### src/rtl/code_lock_core_if.sv
// Keypad/status bundle between the lock core and its keypad, LCD and LED neighbours.
// The master side drives keys and buttons; the slave side (the core) drives status.
interface code_lock_core_if #(
  parameter int DIGIT_W = 4
);
  logic               key_valid;
  logic [DIGIT_W-1:0] key_code;
  logic               enter;
  logic               clear;
  logic               change;
  logic [2:0]         state;
  logic [3:0]         digit_cnt;
  logic               eval;
  logic               success;
  logic               lock_status;
  logic [3:0]         tries_left;
  logic [2:0]         rgb;

  modport master (
    output key_valid, key_code, enter, clear, change,
    input  state, digit_cnt, eval, success, lock_status, tries_left, rgb
  );

  modport slave (
    input  key_valid, key_code, enter, clear, change,
    output state, digit_cnt, eval, success, lock_status, tries_left, rgb
  );
endinterface

### src/rtl/code_lock_core.sv
// Parametrised code lock: digit buffer, compare, retry/lockout counting,
// in-field code change with confirmation, entry timeout and auto-relock.
module code_lock_core #(
  parameter int CODE_LEN = 4,
  parameter int DIGIT_W = 4,
  parameter logic [CODE_LEN*DIGIT_W-1:0] DEFAULT_CODE = 16'h1234,
  parameter int MAX_TRIES = 3,
  parameter int LOCKOUT_CYC = 1250000000,
  parameter int ENTRY_TO_CYC = 625000000,
  parameter int OPEN_CYC = 625000000
) (
  input logic clk,
  input logic rst,
  code_lock_core_if.slave bus
);

  localparam int CODE_W = CODE_LEN * DIGIT_W;
  localparam int MAX_AB = (LOCKOUT_CYC > ENTRY_TO_CYC) ? LOCKOUT_CYC : ENTRY_TO_CYC;
  localparam int MAX_CYC = (MAX_AB > OPEN_CYC) ? MAX_AB : OPEN_CYC;
  localparam int TMR_W = $clog2(MAX_CYC + 1);

  typedef enum logic [2:0] {
    S_IDLE     = 3'd0,
    S_ENTRY    = 3'd1,
    S_CHECK    = 3'd2,
    S_OPEN     = 3'd3,
    S_NEW_CODE = 3'd4,
    S_CONFIRM  = 3'd5,
    S_LOCKOUT  = 3'd6
  } state_t;

  state_t            state_q, state_d;
  logic [CODE_W-1:0] buf_q, buf_d;
  logic [CODE_W-1:0] tmp_q, tmp_d;
  logic [CODE_W-1:0] code_q, code_d;
  logic [3:0]        cnt_q, cnt_d;
  logic [3:0]        tries_q, tries_d;
  logic [TMR_W-1:0]  tmr_q, tmr_d;
  logic              eval_q, eval_d;
  logic              succ_q, succ_d;
  logic              lock_q, lock_d;
  logic [2:0]        rgb_q, rgb_d;

  logic              key_ok, full, match, tmr_rst;
  logic              to_entry, to_open, to_lock;
  logic [CODE_W-1:0] shifted;

  // A digit that coincides with enter or clear is dropped; 10..15 are not digits.
  assign key_ok   = bus.key_valid && (bus.key_code <= DIGIT_W'(9)) && !bus.enter && !bus.clear;
  assign full     = (cnt_q == 4'(CODE_LEN));
  assign match    = full && (buf_q == code_q);
  assign shifted  = (buf_q << DIGIT_W) | CODE_W'(bus.key_code);
  assign to_entry = (tmr_q >= TMR_W'(ENTRY_TO_CYC - 1));
  assign to_open  = (tmr_q >= TMR_W'(OPEN_CYC - 1));
  assign to_lock  = (tmr_q >= TMR_W'(LOCKOUT_CYC - 1));

  always_comb begin
    state_d = state_q;
    buf_d   = buf_q;
    tmp_d   = tmp_q;
    code_d  = code_q;
    cnt_d   = cnt_q;
    tries_d = tries_q;
    eval_d  = 1'b0;
    succ_d  = succ_q;
    tmr_rst = 1'b0;

    case (state_q)
      S_IDLE: begin
        if (key_ok) begin
          buf_d   = CODE_W'(bus.key_code);
          cnt_d   = 4'd1;
          tmr_rst = 1'b1;
          state_d = S_ENTRY;
        end
      end

      S_ENTRY: begin
        if (bus.clear) begin
          buf_d   = '0;
          cnt_d   = '0;
          state_d = S_IDLE;
        end else if (bus.enter) begin
          state_d = S_CHECK;
        end else if (key_ok) begin
          tmr_rst = 1'b1;
          if (!full) begin
            buf_d = shifted;
            cnt_d = cnt_q + 4'd1;
          end
        end else if (to_entry) begin
          buf_d   = '0;
          cnt_d   = '0;
          state_d = S_IDLE;
        end
      end

      S_CHECK: begin
        eval_d = 1'b1;
        succ_d = match;
        buf_d  = '0;
        cnt_d  = '0;
        if (match) begin
          tries_d = 4'(MAX_TRIES);
          state_d = S_OPEN;
        end else if (tries_q > 4'd1) begin
          tries_d = tries_q - 4'd1;
          state_d = S_IDLE;
        end else begin
          tries_d = '0;
          state_d = S_LOCKOUT;
        end
      end

      S_OPEN: begin
        if (bus.enter && !bus.clear) begin
          state_d = S_IDLE;
        end else if (bus.change) begin
          state_d = S_NEW_CODE;
        end else if (to_open) begin
          state_d = S_IDLE;
        end
      end

      S_NEW_CODE, S_CONFIRM: begin
        if (bus.clear) begin
          buf_d = '0;
          cnt_d = '0;
        end else if (bus.enter) begin
          buf_d = '0;
          cnt_d = '0;
          if (state_q == S_NEW_CODE && full) begin
            tmp_d   = buf_q;
            state_d = S_CONFIRM;
          end else begin
            // Only a full confirm that repeats the first entry commits a new code.
            eval_d  = 1'b1;
            succ_d  = (state_q == S_CONFIRM) && full && (buf_q == tmp_q);
            if (succ_d) code_d = tmp_q;
            state_d = S_OPEN;
          end
        end else if (key_ok) begin
          tmr_rst = 1'b1;
          if (!full) begin
            buf_d = shifted;
            cnt_d = cnt_q + 4'd1;
          end
        end else if (to_entry) begin
          buf_d   = '0;
          cnt_d   = '0;
          state_d = S_OPEN;
        end
      end

      S_LOCKOUT: begin
        if (to_lock) begin
          tries_d = 4'(MAX_TRIES);
          state_d = S_IDLE;
        end
      end

      default: begin
        buf_d   = '0;
        cnt_d   = '0;
        state_d = S_IDLE;
      end
    endcase

    // Shared timer restarts on every state change and every accepted digit, saturating at the top.
    if (tmr_rst || (state_d != state_q)) tmr_d = '0;
    else if (&tmr_q)                     tmr_d = tmr_q;
    else                                 tmr_d = tmr_q + TMR_W'(1);

    lock_d = !((state_d == S_OPEN) || (state_d == S_NEW_CODE) || (state_d == S_CONFIRM));
    case (state_d)
      S_ENTRY, S_NEW_CODE, S_CONFIRM: rgb_d = 3'b001;
      S_OPEN:                         rgb_d = 3'b010;
      S_LOCKOUT:                      rgb_d = 3'b101;
      default:                        rgb_d = 3'b100;
    endcase
  end

  always_ff @(posedge clk) begin
    if (rst) begin
      state_q <= S_IDLE;
      buf_q   <= '0;
      tmp_q   <= '0;
      code_q  <= DEFAULT_CODE;
      cnt_q   <= '0;
      tries_q <= 4'(MAX_TRIES);
      tmr_q   <= '0;
      eval_q  <= 1'b0;
      succ_q  <= 1'b0;
      lock_q  <= 1'b1;
      rgb_q   <= 3'b100;
    end else begin
      state_q <= state_d;
      buf_q   <= buf_d;
      tmp_q   <= tmp_d;
      code_q  <= code_d;
      cnt_q   <= cnt_d;
      tries_q <= tries_d;
      tmr_q   <= tmr_d;
      eval_q  <= eval_d;
      succ_q  <= succ_d;
      lock_q  <= lock_d;
      rgb_q   <= rgb_d;
    end
  end

  assign bus.state       = state_q;
  assign bus.digit_cnt   = cnt_q;
  assign bus.eval        = eval_q;
  assign bus.success     = succ_q;
  assign bus.lock_status = lock_q;
  assign bus.tries_left  = tries_q;
  assign bus.rgb         = rgb_q;

endmodule

### src/flat_wrapper.sv
// flat-port wrapper written by rule: the top's interface ports become plain ports
module code_lock_core_flat 
#(
  parameter int CODE_LEN = 4,
  parameter int DIGIT_W = 4,
  parameter logic [CODE_LEN*DIGIT_W-1:0] DEFAULT_CODE = 16'h1234,
  parameter int MAX_TRIES = 3,
  parameter int LOCKOUT_CYC = 1250000000,
  parameter int ENTRY_TO_CYC = 625000000,
  parameter int OPEN_CYC = 625000000
)
  (clk, rst, bus_key_valid, bus_key_code, bus_enter, bus_clear, bus_change, bus_state, bus_digit_cnt, bus_eval, bus_success, bus_lock_status, bus_tries_left, bus_rgb);
  code_lock_core_if #(.DIGIT_W(DIGIT_W)) bus_i ();
  input logic clk;
  input logic rst;
  input wire logic [$bits(bus_i.key_valid)-1:0] bus_key_valid;
  input wire logic [$bits(bus_i.key_code)-1:0] bus_key_code;
  input wire logic [$bits(bus_i.enter)-1:0] bus_enter;
  input wire logic [$bits(bus_i.clear)-1:0] bus_clear;
  input wire logic [$bits(bus_i.change)-1:0] bus_change;
  output wire logic [$bits(bus_i.state)-1:0] bus_state;
  output wire logic [$bits(bus_i.digit_cnt)-1:0] bus_digit_cnt;
  output wire logic [$bits(bus_i.eval)-1:0] bus_eval;
  output wire logic [$bits(bus_i.success)-1:0] bus_success;
  output wire logic [$bits(bus_i.lock_status)-1:0] bus_lock_status;
  output wire logic [$bits(bus_i.tries_left)-1:0] bus_tries_left;
  output wire logic [$bits(bus_i.rgb)-1:0] bus_rgb;
  assign bus_i.key_valid = bus_key_valid;
  assign bus_i.key_code = bus_key_code;
  assign bus_i.enter = bus_enter;
  assign bus_i.clear = bus_clear;
  assign bus_i.change = bus_change;
  assign bus_state = bus_i.state;
  assign bus_digit_cnt = bus_i.digit_cnt;
  assign bus_eval = bus_i.eval;
  assign bus_success = bus_i.success;
  assign bus_lock_status = bus_i.lock_status;
  assign bus_tries_left = bus_i.tries_left;
  assign bus_rgb = bus_i.rgb;
  code_lock_core #(.CODE_LEN(CODE_LEN), .DIGIT_W(DIGIT_W), .DEFAULT_CODE(DEFAULT_CODE), .MAX_TRIES(MAX_TRIES), .LOCKOUT_CYC(LOCKOUT_CYC), .ENTRY_TO_CYC(ENTRY_TO_CYC), .OPEN_CYC(OPEN_CYC)) u_core (.clk(clk), .rst(rst), .bus(bus_i));
endmodule
### config.mk
export PLATFORM = sky130hd
export DESIGN_NAME = code_lock_core_flat
export DESIGN_NICKNAME = d
export VERILOG_FILES = /design/src/rtl/code_lock_core_if.sv /design/src/rtl/code_lock_core.sv /design/src/flat_wrapper.sv
export SDC_FILE = /design/constraint.sdc
export NUM_CORES = 1
export LEC_CHECK = 0
export CORE_MARGIN = 4
export CORE_UTILIZATION = 60
export CTS_CLUSTER_DIAMETER = 120
export CTS_CLUSTER_SIZE = 28
export DETAILED_ROUTE_END_ITERATION = 7
export GPL_ROUTABILITY_DRIVEN = 0
export PLACE_DENSITY = 0.85
export SYNTH_ARGS = -nofsm -noshare
export SYNTH_HDL_FRONTEND = slang
export SYNTH_SLANG_ARGS = --single-unit
### constraint.sdc
create_clock -name clk -period 3.1 [get_ports clk]
set_input_delay 0.62 -clock clk [delete_from_list [all_inputs] [get_ports clk]]
set_output_delay 0.62 -clock clk [all_outputs]
set_load 0.02 [all_outputs]
==> impl_metrics.json <==
{
  "status": "complete, no violations",
  "synthCells": 581,
  "setup_viol_count_final": 0,
  "drive_gt1_share_pct": 13.71,
  "root_buffer": "clkbuf_8",
  "antenna_cells": 0,
  "end_kind": "flop",
  "fin_crit_ns": 2.734,
  "p_comb_share_pct": 7.2,
  "clkTransAtPathRegs_ns": 0.10,
  "synth-edff-count": 0,
  "overflow": 0,
  "worst_slew_pin_slew_ns": 0.6458,
  "maxCapViolations": 0,
  "core_sq_um": 8217,
  "grt_pass1_vias": 4142,
  "postCtsSetupBuffers": 0,
  "synth_cell_types": 62,
  "peakVddDrop_v": 0.0002561,
  "final_area_sq_um": 5764,
  "detail-route-antenna-nets": 0,
  "syn_to_final_growth_pct": 13.81,
  "placed_cells_incl_taps": 709,
  "ctsResizeCount": 0,
  "worstReg2RegStart": "u_core.bus.digit_cnt[1]",
  "dpl.hpwl_mm": 8.321,
  "cp.arrival_ns": 3.02,
  "grt_max_degree": 32,
  "min-delay-start": "u_core.tmp_q[0]",
  "synth_top_area_share_pct": 37.94,
  "p_switching_uw": 574.3,
  "clk_latency_ns": 0.37,
  "fmax_ghz": 0.3658,
  "synth_area_leaders": "dfxtp_1 (38%), nor3_2 (5.9%), mux2i_1 (5.7%)",
  "skew_ns": 0.02161,
  "reg2regPathDepth": 10,
  "finalWirelength_mm": 11.62,
  "critPathMaxFanout": 14,
  "clock_sinks": 96,
  "cts-htree-levels": 3,
  "mostFrequentLayoutCells": "dfxtp_1 (96), nor2_1 (61), nand2_1 (59)",
  "power_leakage_nw": 2.129,
  "final_nets": 630,
  "initial_utilization_pct": 61.64,
  "min_to": "u_core.tmp_q[0]",
  "final_hold_viol_count": 0,
  "clockBufferDepth": 2,
  "ys_ff_latch": 96,
  "die_h_um": 99.88,
  "start_kind": "input pin",
  "slew_violations": 0,
  "hold_path_class": "reg -> reg",
  "row_count": 33,
  "grt_usage_pct": 24.21,
  "synth-main-ff-cell": "dfxtp_1",
  "hold_path_depth": 2,
  "port_buffers": 26,
  "p_seq_share_pct": 56.8,
  "drtIter0Drc": 308,
  "cts_buffers": 9,
  "die_area_sq_um": 9975,
  "cts.hold.buffers_added": 0,
  "avgSynthCellArea_sq_um": 8.717,
  "clkPwrFrac_pct": 36.0,
  "ios": 27,
  "syn_nets": 596,
  "reg2reg_setup_slack_ns": 0.44,
  "grt_pass1_wl_mm": 19.72,
  "p_int_mw": 1.634,
  "cp.required_ns": 3.38,
  "power-per-cell-area_nw_per_um2": 383.1,
  "swShare_pct": 26.00,
  "power_mw": 2.208,
  "worstReg2RegEnd": "u_core.code_q[5]",
  "postSynth.asyncResetShare_pct": 0,
  "final_common_cell": "dfxtp_1",
  "syn_area_sq_um": 5065,
  "grt_setup_unrepaired": "false",
  "placed_cell_area_sq_um": 5575,
  "finalCritPeriodShare_pct": 88.19,
  "cts_tree": "done",
  "nFillCells": 628,
  "drc": 0,
  "yosysWarnings": 0,
  "critical_path_class": "in -> reg",
  "antenna_found_initial": 0,
  "post-route-util_pct": 70.15,
  "wire_per_inst_um": 16.02,
  "synth-seq-area-share_pct": 37.94,
  "stdcell_count": 725,
  "slew-limit-headroom_pct": 56.95,
  "die-width_um": 99.88,
  "vias_per_cell": 6.050,
  "synth.largest_area_cell": "dfxtp_1",
  "critPathLaunch": "bus_key_code[1]",
  "first_pass_iters": 5,
  "vias": 4386,
  "hold-worst-slack_ns": 0.4944
}
[layer usage]
metal | track usage, % | up-vias | share of wire [%]
met3 | 4.864 | 33 | 6.9
met2 | 39.10 | 180 | 47
li1 | - | 2125 | -
met5 | 0 | - | 0
met1 | 32.27 | 2048 | 44
met4 | 8.508 | 0 | 2.6
[worst max path at each step]
stage                                   to
after global routing       u_core.tmr_q[6]
after detailed placement   u_core.tmr_q[6]
after global placement     u_core.tmr_q[6]
final                      u_core.tmr_q[1]
after floorplan           u_core.code_q[0]
after CTS                  u_core.tmr_q[6]
[per-stage QoR]
| stage | TNS, ns | setup WS (ns) |
|---|---|---|
| after floorplan | 0 | 0.4574 |
| after global placement | 0 | 0.01802 |
| after detailed placement | -0.03411 | -0.01089 |
| after CTS | 0 | 0.3775 |
| after global routing | 0 | 0.08635 |
| final | 0 | 0.3663 |
[power groups by stage]
stage / registers [mW] / clock network, mW / logic, mW
global route: 1.26 / 0.860 / 0.173
floorplan: 1.28 / 0 / 0.0953
CTS: 1.25 / 0.804 / 0.158
detailed placement: 1.28 / 0 / 0.157
global placement: 1.28 / 0 / 0.153
finish: 1.25 / 0.795 / 0.159
[state kept, by name, summed over array words and instances, names as in the netlist]
name / flops
u_core.code_q: 16
u_core.bus.eval: 1
u_core.tmr_q: 31
u_core.bus.lock_status: 1
u_core.bus.digit_cnt: 4
u_core.bus.tries_left: 4
u_core.buf_q: 16
u_core.bus.rgb: 3
u_core.bus.state: 3
u_core.bus.success: 1
u_core.tmp_q: 16
[worst max-delay path, stage by stage]
cell and delay (ns):
clkdlybuf4s50_1 0.41, o21ai_0 0.38, buf_4 0.19, and3_1 0.19, mux2i_1 0.19, nor4_1 0.06
buf_4 0.15, nor4_4 0.28, xnor2_2 0.16, buf_12 0.20, nor3_2 0.16
[kinds of logic (layout without fill, tap and decap cells)]
| group | after synthesis | in the layout | synth area share [%] |
|---|---|---|---|
| AOI/OAI and AO/OA | 78 | 78 | 10.50 |
| adders and majority gates | 5 | 5 | 1.235 |
| xor gates and xnor gates | 60 | 60 | 10.38 |
| buffers and inverters | 38 | 77 | 3.631 |
| muxes | 30 | 30 | 5.954 |
| and+or+nand+nor | 274 | 274 | 30.36 |
| DFF | 96 | 96 | 37.94 |
[Yosys cell counts, types with 6 or more instances]
library cell and number:
mux2i_1 29, nor2b_1 13, xnor2_1 32, a21oi_1 29, nor4_1 12, inv_1 9, and3_1 8, o21ai_0 9
clkbuf_1 17, nand3_1 25, buf_2 6, nand2_1 59, dfxtp_1 96, nand4_1 13, a211o_1 6, xor2_1 28
nor3_1 18, nor2_1 62, nor3_2 30, nand2b_1 7
[final cells by class]
type                    count  area, sq um  share of cell area, %
clock buffers              10        137.6                  2.388
clock inverters             6        51.30                 0.8899
inverters                   9        33.78                 0.5861
multi-input cells         447         2983                  51.75
flip-flops and latches     96         1922                  33.34
well taps                 105        131.4                  2.279
repair buffers             52        505.5                  8.769
(Power assumes the default switching activity.)
